`src/rtl/mem_wb_stage.sv`:
```
// MEM stage: consumes the EX/MEM latch, runs a req/ack data-memory handshake and loads MEM/WB.
// Optional feature macro MEM_WB_TIMEOUT_EN: abort a stalled access after TIMEOUT WAIT cycles.
module mem_wb_stage #(
  parameter int unsigned DATA_W  = 32,
  parameter int unsigned ADDR_W  = 32,
  parameter int unsigned MEM_W   = 8,
  parameter int unsigned IDX_W   = 3,
  parameter int unsigned TIMEOUT = 16
) (
  input  logic              clk,
  input  logic              reset,
  input  logic              in_valid,
  input  logic [DATA_W-1:0] alu_in,
  input  logic [ADDR_W-1:0] addr_in,
  input  logic [MEM_W-1:0]  st_data,
  input  logic [3:0]        flags_in,
  input  logic [IDX_W-1:0]  rd1_in,
  input  logic              we1_in,
  input  logic [IDX_W-1:0]  rd2_in,
  input  logic              we2_in,
  input  logic              mem_rd,
  input  logic              mem_wt,
  output logic              mem_req,
  output logic              mem_we,
  output logic [ADDR_W-1:0] mem_addr,
  output logic [MEM_W-1:0]  mem_wdata,
  input  logic [MEM_W-1:0]  mem_rdata,
  input  logic              mem_ack,
  output logic              stall,
  output logic              wb_valid,
  output logic [DATA_W-1:0] wb_data,
  output logic [IDX_W-1:0]  wb_rd1,
  output logic [IDX_W-1:0]  wb_rd2,
  output logic              wb_we1,
  output logic              wb_we2,
  output logic [3:0]        wb_flags,
  output logic              mem_err
);

  typedef enum logic {S_IDLE = 1'b0, S_WAIT = 1'b1} state_e;

  state_e state_q, state_d;

  logic              mem_req_q, mem_req_d, mem_we_q, mem_we_d;
  logic [ADDR_W-1:0] mem_addr_q, mem_addr_d;
  logic [MEM_W-1:0]  mem_wdata_q, mem_wdata_d;
  logic [DATA_W-1:0] alu_q, alu_d;
  logic [IDX_W-1:0]  rd1_q, rd1_d, rd2_q, rd2_d;
  logic              we1_q, we1_d, we2_q, we2_d, load_q, load_d;
  logic [3:0]        flags_q, flags_d;
  logic              wb_valid_q, wb_valid_d, wb_we1_q, wb_we1_d, wb_we2_q, wb_we2_d;
  logic [DATA_W-1:0] wb_data_q, wb_data_d;
  logic [IDX_W-1:0]  wb_rd1_q, wb_rd1_d, wb_rd2_q, wb_rd2_d;
  logic [3:0]        wb_flags_q, wb_flags_d;
  logic              is_mem_c, tmo_c;

  assign is_mem_c = in_valid && (mem_rd || mem_wt);

  if (TIMEOUT == 0) begin : g_bad_timeout
    $error("mem_wb_stage: TIMEOUT must be at least 1");
  end

`ifdef MEM_WB_TIMEOUT_EN
  localparam int unsigned CNT_W = $clog2(TIMEOUT + 1);
  logic [CNT_W-1:0] cnt_q, cnt_d;
  logic             err_q, err_d;

  assign tmo_c = (state_q == S_WAIT) && !mem_ack && (cnt_q == CNT_W'(TIMEOUT - 1));
  assign cnt_d = (state_q == S_WAIT) ? cnt_q + CNT_W'(1) : '0;
  assign err_d = err_q || tmo_c;

  always_ff @(posedge clk) begin
    if (reset) begin
      cnt_q <= '0;
      err_q <= 1'b0;
    end else begin
      cnt_q <= cnt_d;
      err_q <= err_d;
    end
  end
  assign mem_err = err_q;
`else
  assign tmo_c   = 1'b0;
  assign mem_err = 1'b0;
`endif

  always_ff @(posedge clk) begin
    if (reset) state_q <= S_IDLE;
    else       state_q <= state_d;
  end

  always_comb begin
    state_d = state_q;
    case (state_q)
      S_IDLE:  if (is_mem_c) state_d = S_WAIT;
      S_WAIT:  if (mem_ack || tmo_c) state_d = S_IDLE;
      default: state_d = S_IDLE;
    endcase
  end

  // Datapath next values; WB enables drop whenever no instruction retires.
  always_comb begin
    stall       = 1'b0;
    mem_req_d   = mem_req_q;
    mem_we_d    = mem_we_q;
    mem_addr_d  = mem_addr_q;
    mem_wdata_d = mem_wdata_q;
    alu_d       = alu_q;
    rd1_d       = rd1_q;
    rd2_d       = rd2_q;
    we1_d       = we1_q;
    we2_d       = we2_q;
    load_d      = load_q;
    flags_d     = flags_q;
    wb_valid_d  = 1'b0;
    wb_we1_d    = 1'b0;
    wb_we2_d    = 1'b0;
    wb_data_d   = wb_data_q;
    wb_rd1_d    = wb_rd1_q;
    wb_rd2_d    = wb_rd2_q;
    wb_flags_d  = wb_flags_q;
    case (state_q)
      S_IDLE: begin
        if (is_mem_c) begin
          stall       = 1'b1;
          mem_req_d   = 1'b1;
          mem_we_d    = mem_wt;
          mem_addr_d  = addr_in;
          mem_wdata_d = st_data;
          alu_d       = alu_in;
          rd1_d       = rd1_in;
          rd2_d       = rd2_in;
          we1_d       = we1_in;
          we2_d       = we2_in;
          flags_d     = flags_in;
          load_d      = !mem_wt;
        end else if (in_valid) begin
          wb_valid_d = 1'b1;
          wb_data_d  = alu_in;
          wb_rd1_d   = rd1_in;
          wb_rd2_d   = rd2_in;
          wb_we1_d   = we1_in;
          wb_we2_d   = we2_in;
          wb_flags_d = flags_in;
        end
      end
      S_WAIT: begin
        stall = 1'b1;
        if (mem_ack || tmo_c) begin
          mem_req_d  = 1'b0;
          wb_valid_d = 1'b1;
          wb_data_d  = (load_q && mem_ack) ? DATA_W'(mem_rdata) : alu_q;
          wb_rd1_d   = rd1_q;
          wb_rd2_d   = rd2_q;
          wb_we1_d   = we1_q && mem_ack;
          wb_we2_d   = we2_q && mem_ack;
          wb_flags_d = flags_q;
        end
      end
      default: ;
    endcase
  end

  always_ff @(posedge clk) begin
    if (reset) begin
      mem_req_q   <= 1'b0;
      mem_we_q    <= 1'b0;
      mem_addr_q  <= '0;
      mem_wdata_q <= '0;
      alu_q       <= '0;
      rd1_q       <= '0;
      rd2_q       <= '0;
      we1_q       <= 1'b0;
      we2_q       <= 1'b0;
      load_q      <= 1'b0;
      flags_q     <= '0;
      wb_valid_q  <= 1'b0;
      wb_we1_q    <= 1'b0;
      wb_we2_q    <= 1'b0;
      wb_data_q   <= '0;
      wb_rd1_q    <= '0;
      wb_rd2_q    <= '0;
      wb_flags_q  <= '0;
    end else begin
      mem_req_q   <= mem_req_d;
      mem_we_q    <= mem_we_d;
      mem_addr_q  <= mem_addr_d;
      mem_wdata_q <= mem_wdata_d;
      alu_q       <= alu_d;
      rd1_q       <= rd1_d;
      rd2_q       <= rd2_d;
      we1_q       <= we1_d;
      we2_q       <= we2_d;
      load_q      <= load_d;
      flags_q     <= flags_d;
      wb_valid_q  <= wb_valid_d;
      wb_we1_q    <= wb_we1_d;
      wb_we2_q    <= wb_we2_d;
      wb_data_q   <= wb_data_d;
      wb_rd1_q    <= wb_rd1_d;
      wb_rd2_q    <= wb_rd2_d;
      wb_flags_q  <= wb_flags_d;
    end
  end

  assign mem_req   = mem_req_q;
  assign mem_we    = mem_we_q;
  assign mem_addr  = mem_addr_q;
  assign mem_wdata = mem_wdata_q;
  assign wb_valid  = wb_valid_q;
  assign wb_data   = wb_data_q;
  assign wb_rd1    = wb_rd1_q;
  assign wb_rd2    = wb_rd2_q;
  assign wb_we1    = wb_we1_q;
  assign wb_we2    = wb_we2_q;
  assign wb_flags  = wb_flags_q;

endmodule

```
`config.mk`:
```
export PLATFORM = sky130hd
export DESIGN_NAME = mem_wb_stage
export DESIGN_NICKNAME = d
export VERILOG_FILES = /design/src/rtl/mem_wb_stage.sv
export SDC_FILE = /design/constraint.sdc
export NUM_CORES = 1
export LEC_CHECK = 0
export ABC_AREA = 0
export BUFFER_PORTS_ARGS = -buffer_cell sky130_fd_sc_hd__buf_4
export CORE_AREA = 2 2 114 116
export CTS_CLUSTER_SIZE = 40
export DETAILED_ROUTE_END_ITERATION = 10
export DIE_AREA = 0 0 116 118
export GPL_TIMING_DRIVEN = 0
export PLACE_DENSITY = 0.76
export REMOVE_ABC_BUFFERS = 1
export SLEW_MARGIN = 20
export SYNTH_ARGS = -nofsm -noshare
export SYNTH_HDL_FRONTEND = slang
export SYNTH_SLANG_ARGS = --single-unit
```
`constraint.sdc`:
```
create_clock -name clk -period 1.3 [get_ports clk]
set_input_delay 0.26 -clock clk [delete_from_list [all_inputs] [get_ports clk]]
set_output_delay 0.26 -clock clk [all_outputs]
set_load 0.01 [all_outputs]
```
Yosys cells after proc, flatten, opt, wreduce, memory -nomap -nowiden --
Index checks and enable logic that the tools add are counted.
Storage, ports and cells: register bits after elaboration 133, bits of input ports 98, logic and storage cells 69
Cells by class: equality and inequality tests 4, muxes and demuxes 36, bitwise logic cells 1, reduce and logical (&&, ||, !) cells 9
Operators by type and width (count):
- $mux W32 | 4
- $pmux W32 S2 | 1
- $mux W3 | 6
- $mux W1 | 13
- $mux W4 | 3
- $pmux W1 S2 | 6
- $pmux W3 S2 | 2
- $ne A2 B2 Y1 const B | 4
- $pmux W4 S2 | 1
- $logic_and A1 B1 Y1 | 4
- $reduce_and A2 Y1 | 2
- $reduce_and A3 Y1 | 1
- $logic_not A1 Y1 | 1
- $logic_or A1 B1 Y1 | 1
- $not A1 Y1 | 1

Longest topological paths before layout --
Gate-level depths: netlist (run 1).
depth after elaboration 4, mapped depth 6

Worst setup path after synthesis (run 1) --
Ideal clock, no wire load.
path type reg-to-reg, from reg state_q, to reg wb_rd1_q[0] (netlist: wb_rd1[0]), setup time 0.086 ns, data arrival time 1.283 ns, data required time 1.214 ns, slack -0.069 ns, cell stages (with the launch flop) 5, path buffers 1, period minus slack after synthesis 1.369 ns, cells stage by stage dfxtp_1 nor4b_4 buf_2 nor3_1 a211oi_1
On the way: longest elaborated chain between the ends 3, elaborated cells on any way between the ends 6, those cells by class eq/ne: 3; mux: 1; bitwise: 1; reduce/logical: 1
RTL lines:
- start: declaration | line 42 | state_e state_q, state_d;
- start signal: assignment | line 89 | else state_q <= state_d;
- $not A1 Y1 (no line)
- $ne A2 B2 Y1 (no line)
- $reduce_and A3 Y1 (no line)
- end signal: assignment | line 200 | wb_rd1_q <= wb_rd1_d;
- end: declaration | line 53 | logic [IDX_W-1:0] wb_rd1_q, wb_rd1_d, wb_rd2_q, wb_rd2_d;
Parallel ways exist; a longest one is shown, timed or not. A chain may end at the register's enable or synchronous reset.

Final worst setup path (run 1) --
from reg state_q, to reg mem_wdata_q[4] (netlist: mem_wdata[4])
On the way: longest elaborated chain between the ends 2
RTL lines:
- $not A1 Y1 (no line)
- $reduce_and A2 Y1 (no line)
- end signal: assignment | line 188 | mem_wdata_q <= mem_wdata_d;
- end: declaration | line 46 | logic [MEM_W-1:0] mem_wdata_q, mem_wdata_d;
No other way between the ends.

==> reports/metrics.yaml, run 1 <==
timing:
  setup_ws_ps: -151
  finalCritPeriodShare_pct: 112
  setup_viol: 119
  period_minus_slack_ps: 1450
  fin_worst_skew_ps: 6.58
  relSlewSlack_pct: 56.3
  tightestPinTransition_ps: 655
  fmax_mhz: 689
  drv_slew: 0
  finalHoldViolCount: 0
  rsz0062_at_grt: "yes"
global_route:
  grtUsageTotal_pct: 27.8
  grt_max_degree: 101
  grt_pass1_vias: 5892
  grt-ovfl-total: 0
  grt_pass1_wl_um: 29900
  antenna_found_initial: 0
setup_path:
  max_stage_delay_ps: 370
  path_cells: "buf_4 > nor2b_4 > buf_12 > buf_12 > clkbuf_16 > nand3_2 > a21oi_1"
  crit_required_ps: 1650
  r2r_slack_ps: -150
  r2r_cells: 7
  slowest_stage: "dfxtp_4"
  cp-end-kind: "register"
  cpMostUsedCell: "buf_12"
  critPathKind: "register to register"
  crit_path_start_kind: "register"
  cp_data_arrival_time_ps: 1800
  worstPathMaxFanout: 6
power_and_ir_drop:
  pwr-share-seq_pct: 40.2
  power_w: 0.0113
  internal-power_w: 0.00828
  p_sw_w: 0.00299
  p_leak_nw: 3.49
  powerDensity_nw_per_um2: 1300
  p_sw_share_pct: 26.5
  power_frac_comb_pct: 20.3
  vdd_drop_max_mv: 0.883
  p_clk_share_pct: 39.5
clocking:
  cts_buffers: 17
  root_buffer: "clkbuf_16"
  cts_tree: "done"
  htree_num_levels: 4
  clk_latency_ps: 430
  clockBufferDepth: 2
  path_clk_slew_ps: 50
  clock_sinks: 133
route:
  route.met3.wl_um: 1520
  first_iter_violations: 516
  via_per_inst: 5.86
  via_count: 6001
  post_drt_wl_per_cell_um: 19.3
  wl_um: 19800
  drt_pass1_iterations: 6
  dr_wl_met2_um: 10100
  ant_nets: 0
  drc_errors: 0
  highest_layer: "met4"
  wl_met1_um: 7610
logic_synthesis:
  yosysTopAreaCell: "dfxtp_1"
  syn_avg_cell_area_um2: 8.34
  ys_ff_latch: 133
  ys_async_sr_fraction_pct: 0
  netlist_top_cells_area: "dfxtp_1, a21oi_1, o21ai_0"
  synth-edff-count: 0
  post_synth_instance_area_um2: 5450
  synth_cells: 653
  ys.flop_type: "dfxtp_1"
  synth_cell_types: 32
  ys_seq_area_share_pct: 48.9
  yosysWarnings: 0
  netlist.area_leader.share_pct: 48.9
cells_and_area:
  finalNetCount: 942
  multi_input_area_um2: 2880
  layout_commonest_cell: "buf_4"
  layout_common_cells: "buf_4, a21oi_1, dfxtp_1"
  stdcell_area_um2: 8660
  seq_area_um2: 2670
  syn2layout_area_growth_pct: 58.9
  n_fill_cell: 911
  drive_gt1_share_pct: 40.4
  n_antenna_cell: 0
placed_design:
  postPlaceCellArea_um2: 7100
  io_buffers: 185
  pre_cts_slack_ps: -1880
  place_hpwl_um: 10500
  place_congestion: 0.770
floorplan:
  row_count: 41
  start_util_pct: 43.9
  core_um2: 12400
  die_y_um: 118
  die_w_um: 116
  die_area_um2: 13700
  io_pins: 187
worst_hold_path:
  hp-class: "input pin to register"
  holdPathStages: 3
job:
  cap_violations: 0
run_status:
  status: "finished with violations"
  violations: "negative setup slack"
[flip-flops by register name, summed over array words and instances, names as in the netlist, 3 cells and up]
signal	flops
wb_rd2	3
wb_rd1	3
alu_q	32
rd1_q	3
rd2_q	3
mem_wdata	8
wb_flags	4
flags_q	4
wb_data	32
mem_addr	32
[cell families after synthesis]
group,synth area share [%]
other,0.0689
and+or+nand+nor,14.7
DFF,48.9
muxes,1.84
buffers and inverters,5.74
AOI/OAI and AO/OA,28.8
[repair_timing]
action / CTS / global route
resized for setup: 52 / 48
pin swaps: 10 / 23
hold buffers: 0 / 0
setup endpoints to repair: 134 / 129
setup buffers: 30 / 3
cloned: 8 / 6
[layer usage]
layer,vias up,track usage (%)
met2,278,48.1
met5,-,0
met4,0,10.1
met3,41,8.34
li1,2767,-
met1,2915,31.9
[cell usage after synthesis (2+ instances only)]
| cell | count |
|---|---|
| or2_2 | 9 |
| mux2i_1 | 10 |
| buf_2 | 21 |
| buf_1 | 6 |
| nor2_1 | 3 |
| dfxtp_1 | 133 |
| clkbuf_1 | 44 |
| o21ai_0 | 86 |
| nand2_1 | 10 |
| a21oi_1 | 143 |
| o21ai_2 | 2 |
| nand3_1 | 85 |
| nor2b_1 | 25 |
| nor3_1 | 11 |
| o32ai_1 | 8 |
| o31ai_1 | 24 |
| a22oi_1 | 2 |
| o22ai_1 | 8 |
| a211oi_1 | 10 |
[area by class of cell]
cell class,count,share of cell area [%]
Multi-Input combinational cell,448,33.3
Sequential cell,133,30.8
Timing Repair Buffer,242,27.1
Clock buffer,22,5.59
Tap cell,172,2.49
Clock inverter,5,0.607
Inverter,2,0.173
[metrics by stage]
stage | instances | util, % | hold WS, ps | TNS, ps
final | 1024 | 69.7 | 89.5 | -8500
after global routing | 1024 | 69.7 | 84.8 | -13910
after CTS | 1017 | 67.2 | 86.1 | -4460
after detailed placement | 952 | 57.2 | 467 | -83390
after global placement | 937 | 54.3 | 460 | -636540
after floorplan | 580 | - | 329 | -350490
[critical path, delay by kind of cell (launching register included)]
kind	cells	cell delay (ps)
buffers and inverters	4	580
AND/OR/NAND/NOR	2	260
flip-flops	1	370
AO/OA/AOI/OAI	1	150
[power by group through the flow]
stage / Sequential, W / Combinational (W) / Clock, W
after floorplan: 0.00467 / 0.000667 / 0
after global placement: 0.00461 / 0.00154 / 0
after detailed placement: 0.00459 / 0.00176 / 0
after CTS: 0.00451 / 0.00213 / 0.00446
after global routing: 0.00456 / 0.00244 / 0.00468
final: 0.00453 / 0.00229 / 0.00445
[final timing paths]
kind,start,end
worst min-delay path,we1_in,wb_we1$_SDFF_PP0_
worst max-delay path,state_q$_SDFF_PP0_,mem_wdata[4]$_SDFFE_PP0P_
worst max register to register,state_q$_SDFF_PP0_,mem_wdata[4]$_SDFFE_PP0P_
worst min register to register,mem_addr[17]$_SDFFE_PP0P_,mem_addr[17]$_SDFFE_PP0P_
Power figures use the tool's default switching activity.
==> run 2: changes to the inputs <==
Settings changed: CTS_BUF_LIST set to sky130_fd_sc_hd__clkbuf_4 sky130_fd_sc_hd__clkbuf_8 sky130_fd_sc_hd__clkbuf_16.
==> reports/metrics.yaml, run 2 (synthesis gave the netlist of run 1 again) <==
job:
  cap_violations: 0  # unchanged
route:
  first_iter_violations: 490  # was 516
  via_per_inst: 5.85  # was 5.86
  drt_pass1_iterations: 5  # was 6
  wl_um: 19700  # was 19,800 um
  ant_nets: 0  # unchanged
  drc_errors: 0  # unchanged
  post_drt_wl_per_cell_um: 19.2  # was 19.3 um
  via_count: 6000  # was 6,001
clocking:
  clk_latency_ps: 420  # was 430 ps
  root_buffer: "clkbuf_16"  # unchanged
  clockBufferDepth: 2  # unchanged
  cts_buffers: 17  # unchanged
  htree_num_levels: 4  # unchanged
  cts_tree: "done"  # unchanged
  path_clk_slew_ps: 60  # was 50 ps
  postCtsHoldBufs: 0  # unchanged
  clock_sinks: 133  # unchanged
placed_design:
  place_congestion: 0.770  # unchanged
  place_hpwl_um: 10500  # unchanged
  placed_cells: 952  # unchanged
  io_buffers: 185  # unchanged
power_and_ir_drop:
  p_leak_nw: 3.48  # was 3.49 nW
  power_w: 0.0113  # about the same
  pwr-share-seq_pct: 40.2  # about the same
  powerDensity_nw_per_um2: 1300  # about the same
  vdd_drop_max_mv: 0.791  # was 0.883 mV
  p_clk_share_pct: 39.6  # was 39.5%
  p_sw_w: 0.00297  # was 0.00299 W
  p_sw_share_pct: 26.4  # was 26.5%
  internal-power_w: 0.00829  # was 0.00828 W
  power_frac_comb_pct: 20.1  # was 20.3%
global_route:
  grt-ovfl-total: 0  # unchanged
  grt_max_degree: 101  # unchanged
  grtUsageTotal_pct: 27.9  # was 27.8%
  grt_pass1_vias: 5952  # was 5,892
  grt_pass1_wl_um: 30100  # was 29,900 um
  antenna_found_initial: 0  # unchanged
setup_path:
  critPathKind: "register to register"  # unchanged
  crit_path_start_kind: "register"  # unchanged
  worstPathMaxFanout: 14  # was 6
  crit_required_ps: 1610  # was 1650 ps
  cp_data_arrival_time_ps: 1760  # was 1800 ps
  cp-end-kind: "register"  # unchanged
timing:
  finalCritPeriodShare_pct: 112  # about the same
  drv_slew: 0  # unchanged
  final.setup.tns_ps: -6920  # was -8500 ps
  fin_worst_skew_ps: 5.89  # was 6.58 ps
  setup_ws_ps: -150  # was -151 ps
  fmax_mhz: 690  # was 689 MHz
  period_minus_slack_ps: 1450  # about the same
  setup_viol: 102  # was 119
  rsz0062_at_grt: "yes"  # unchanged
  relSlewSlack_pct: 54.7  # was 56.3%
  finalHoldViolCount: 0  # unchanged
  tightestPinTransition_ps: 679  # was 655 ps
cells_and_area:
  syn2layout_area_growth_pct: 58.5  # was 58.9%
  drive_gt1_share_pct: 40.6  # was 40.4%
  n_antenna_cell: 0  # unchanged
  layout_commonest_cell: "buf_4"  # unchanged
  finalNetCount: 943  # was 942
  layout_common_cells: "buf_4, a21oi_1, dfxtp_1"  # unchanged
  n_fill_cell: 936  # was 911
  final_cell_count_no_fill: 1025  # was 1,024
  multi_input_area_um2: 2880  # about the same
  seq_area_um2: 2670  # unchanged
run_status:
  status: "finished with violations"  # unchanged
  violations: "negative setup slack"  # unchanged
worst_hold_path:
  hp-class: "input pin to register"  # unchanged
floorplan:
  core_um2: 12400  # unchanged
  io_pins: 187  # unchanged
  die_area_um2: 13700  # unchanged
  die_w_um: 116  # unchanged
  row_count: 41  # unchanged
  start_util_pct: 43.9  # unchanged
  die_y_um: 118  # unchanged
-- run 2: area by class of cell --
cell class,instances,share of cell area (%)
Clock buffer,22,5.65
Sequential cell,133,30.9
Multi-Input combinational cell,449,33.4
Tap cell,172,2.49
Inverter,2,0.174
Timing Repair Buffer,242,26.8
Clock inverter,5,0.609
-- run 2: critical path: stages, from the launching register on --
cell and delay, ps:
dfxtp_4 370, buf_6 130, buf_16 120, and2_4 200
buf_16 180, o31ai_4 250, a21oi_1 60
-- run 2: timing repair --
action / in CTS / in global routing
resized for setup: 53 / 36
pin swaps: 8 / 13
hold endpoints to repair: 0 / 0
cloned: 7 / 7
endpoints found under the setup margin: 134 / 127
setup buffers: 30 / 5
-- run 2: final timing paths --
path / start / to / slack [ps] / cells after the start
worst min register to register: we2_q$_SDFFE_PP0P_ / we2_q$_SDFFE_PP0P_ / 470 / 2
worst min-delay path: addr_in[8] / mem_addr[8]$_SDFFE_PP0P_ / 90 / 3
worst max-delay path: state_q$_SDFF_PP0_ / wb_data[24]$_SDFFE_PP0P_ / -150 / 6
worst max register to register: state_q$_SDFF_PP0_ / wb_data[24]$_SDFFE_PP0P_ / -150 / 6
-- run 2: stage by stage --
step,cell area (um^2),setup slack (ps),hold slack [ps],util (%)
3_3_place_gp,6750,-5350,460,54.3
5_1_grt,8630,-171,83.9,69.6
6_report,8630,-150,85.4,69.6
3_5_place_dp,7100,-1880,467,57.2
4_1_cts,8330,-99.6,86.1,67.1
2_1_floorplan,5140,-2940,329,-
-- run 2: metal layers --
metal / GRT usage, % / share of wire [%] / vias to the layer above
li1: - / - / 2768
met1: 31.4 / 37 / 2872
met2: 49.2 / 52 / 311
met3: 8.60 / 8.5 / 49
met4: 9.90 / 2.7 / 0
met5: 0 / 0 / -
-- run 2: power groups by stage --
stage               logic (W)  clock network, W  registers [W]
floorplan            0.000667                 0        0.00467
detailed placement    0.00176                 0        0.00459
global placement      0.00154                 0        0.00461
CTS                   0.00211           0.00448        0.00451
global route          0.00242           0.00470        0.00455
finish                0.00227           0.00446        0.00453
==> run 3: changes to the inputs <==
Settings changed: SETUP_SLACK_MARGIN set to 0.5.
==> reports/metrics.yaml, run 3 (synthesis gave the netlist of run 1 again) <==
run_status:
  status: "finished with violations"  # unchanged
  violations: "negative setup slack"  # unchanged
timing:
  fin_worst_skew_ps: 10.2  # was 5.89 ps
  tightestPinTransition_ps: 639  # was 679 ps
  period_minus_slack_ps: 1550  # was 1450 ps
  finalCritPeriodShare_pct: 119  # was 112%
  final.setup.tns_ps: -17020  # was -6920 ps
  setup_viol: 133  # was 102
  relSlewSlack_pct: 57.4  # was 54.7%
  drv_slew: 0  # unchanged
  rsz0062_at_grt: "yes"  # unchanged
  finalHoldViolCount: 0  # unchanged
  setup_ws_ps: -251  # was -150 ps
  hold_slack_ps: 88.9  # was 85.4 ps
  fmax_mhz: 645  # was 690 MHz
placed_design:
  io_buffers: 185  # unchanged
  place_congestion: 0.770  # unchanged
  place_hpwl_um: 10500  # unchanged
setup_path:
  path_cells: "nor4b_4 > buf_6 > buf_12 > buf_12 > o31ai_2 > a21oi_1"  # was buf_6 > buf_16 > and2_4 > buf_16 > o31ai_4 > a21oi_1
  cp.depth: 6  # unchanged
  r2r-end: "wb_data[28]$_SDFFE_PP0P_"  # was wb_data[24]$_SDFFE_PP0P_
  critPathKind: "register to register"  # unchanged
  max_stage_delay_ps: 380  # was 370 ps
  reg2reg_from: "state_q$_SDFF_PP0_"  # unchanged
  crit_path_start_kind: "register"  # unchanged
  cp_top_family: "buffers and inverters"  # unchanged
  cpMostUsedCell: "buf_12"  # was buf_16
  cp_data_arrival_time_ps: 1880  # was 1760 ps
  worstPathMaxFanout: 6  # was 14
  r2r_cells: 6  # unchanged
  crit_required_ps: 1630  # was 1610 ps
  path_buf_inv: 3  # unchanged
  critPathCapture: "wb_data[28]$_SDFFE_PP0P_"  # was wb_data[24]$_SDFFE_PP0P_
  r2r_slack_ps: -250  # was -150 ps
  critPathLaunch: "state_q$_SDFF_PP0_"  # unchanged
  slowest_stage: "dfxtp_4"  # unchanged
  cp-end-kind: "register"  # unchanged
clocking:
  path_clk_slew_ps: 60  # about the same
  cts_buffers: 17  # unchanged
  clock_sinks: 133  # unchanged
  clk_latency_ps: 420  # about the same
  postCtsHoldBufs: 0  # unchanged
  cts_tree: "done"  # unchanged
  clockBufferDepth: 2  # unchanged
  htree_num_levels: 4  # unchanged
  root_buffer: "clkbuf_16"  # unchanged
route:
  dr_wl_met2_um: 12100  # was 10,200 um
  drc_errors: 0  # unchanged
  drt_pass1_iterations: 6  # was 5
  highest_layer: "met4"  # unchanged
  first_iter_violations: 671  # was 490
  post_drt_wl_per_cell_um: 22.2  # was 19.2 um
  route.met3.wl_um: 2030  # was 1660 um
  via_per_inst: 6.07  # was 5.85
  wl_met1_um: 8530  # was 7300 um
  via_count: 6515  # was 6,000
  wl_um: 23800  # was 19,700 um
  ant_nets: 0  # unchanged
global_route:
  grt-ovfl-total: 0  # unchanged
  grt_pass1_wl_um: 33900  # was 30,100 um
  grtUsageTotal_pct: 32.1  # was 27.9%
  grt_max_degree: 101  # unchanged
  grt_pass1_vias: 6496  # was 5,952
  antenna_found_initial: 0  # unchanged
floorplan:
  die_w_um: 116  # unchanged
  start_util_pct: 43.9  # unchanged
  die_y_um: 118  # unchanged
  row_count: 41  # unchanged
  io_pins: 187  # unchanged
  die_area_um2: 13700  # unchanged
  core_um2: 12400  # unchanged
power_and_ir_drop:
  p_leak_nw: 3.91  # was 3.48 nW
  vdd_drop_max_mv: 0.983  # was 0.791 mV
  powerDensity_nw_per_um2: 1220  # was 1300 nW/um^2
cells_and_area:
  layout_commonest_cell: "buf_4"  # unchanged
  syn2layout_area_growth_pct: 79.3  # was 58.5%
  finalNetCount: 991  # was 943
  n_antenna_cell: 0  # unchanged
  utilization_pct: 78.7  # was 69.6%
  layout_common_cells: "buf_4, a21oi_1, buf_6"  # was buf_4, a21oi_1, dfxtp_1
  drive_gt1_share_pct: 54.5  # was 40.6%
job:
  cap_violations: 0  # unchanged
worst_hold_path:
  holdPathStages: 3  # unchanged
  hp-class: "input pin to register"  # unchanged
==> run 3: cell count changes in the layout (fill, tap and decap cells not counted), sizes merged <==
cell | previous run | this run
clkbuf | 27 | 24
clkinv | 3 | 4
inv | 2 | 1
buf | 237 | 288
==> run 3: worst min path at each step <==
stage | start | end | slack, ps
after floorplan | reset | alu_q[0]$_SDFFE_PP0P_ | 330
after global placement | rd1_q[1]$_SDFFE_PP0P_ | rd1_q[1]$_SDFFE_PP0P_ | 460
after CTS | st_data[1] | mem_wdata[1]$_SDFFE_PP0P_ | 80
after detailed placement | alu_q[10]$_SDFFE_PP0P_ | alu_q[10]$_SDFFE_PP0P_ | 470
after global routing | addr_in[21] | mem_addr[21]$_SDFFE_PP0P_ | 80
final | addr_in[16] | mem_addr[16]$_SDFFE_PP0P_ | 90
==> run 3: report_power, final <==
part / total, W / switching [W] / internal [W]
registers: 0.00459 / 0.000195 / 0.00439
clock network: 0.00453 / 0.00174 / 0.00279
logic: 0.00285 / 0.00134 / 0.00151
==> run 3: repair_timing <==
item	4_1_cts	5_1_grt
buffers inserted	59	17
gates cloned	16	2
resized for setup	166	143
endpoints found under the setup margin	221	221
pin swaps	18	37
==> run 3: cell type report <==
| cell class | count | area [um^2] |
|---|---|---|
| clock buffers | 22 | 488 |
| clock inverters | 5 | 52.6 |
| fillers | 738 | 2650 |
| well taps | 172 | 215 |
| inverters | 2 | 20.0 |
| multi-input cells | 449 | 3060 |
| flip-flops and latches | 133 | 2770 |
| repair buffers | 290 | 3160 |
==> run 3: routing by layer <==
| metal | vias up | global-route usage [%] |
|---|---|---|
| li1 | 2863 | - |
| met1 | 3102 | 35.3 |
| met2 | 430 | 55.2 |
| met3 | 120 | 9.32 |
| met4 | 0 | 16.4 |
| met5 | - | 0 |
==> run 3: worst min-delay path: stages <==
cell and delay [ps]:
buf_4 110, nand3_1 50, a21oi_1 50
==> run 3: stage by stage <==
step                      total power, W  instances  setup slack [ps]  instance area [um^2]
after detailed placement         0.00635        952             -1880                  7100
final                             0.0120       1073              -251                  9770
after CTS                         0.0115       1054             -95.6                  9060
after floorplan                  0.00534        580             -2940                  5140
after global placement           0.00614        937             -5350                  6750
after global routing              0.0123       1073              -288                  9770
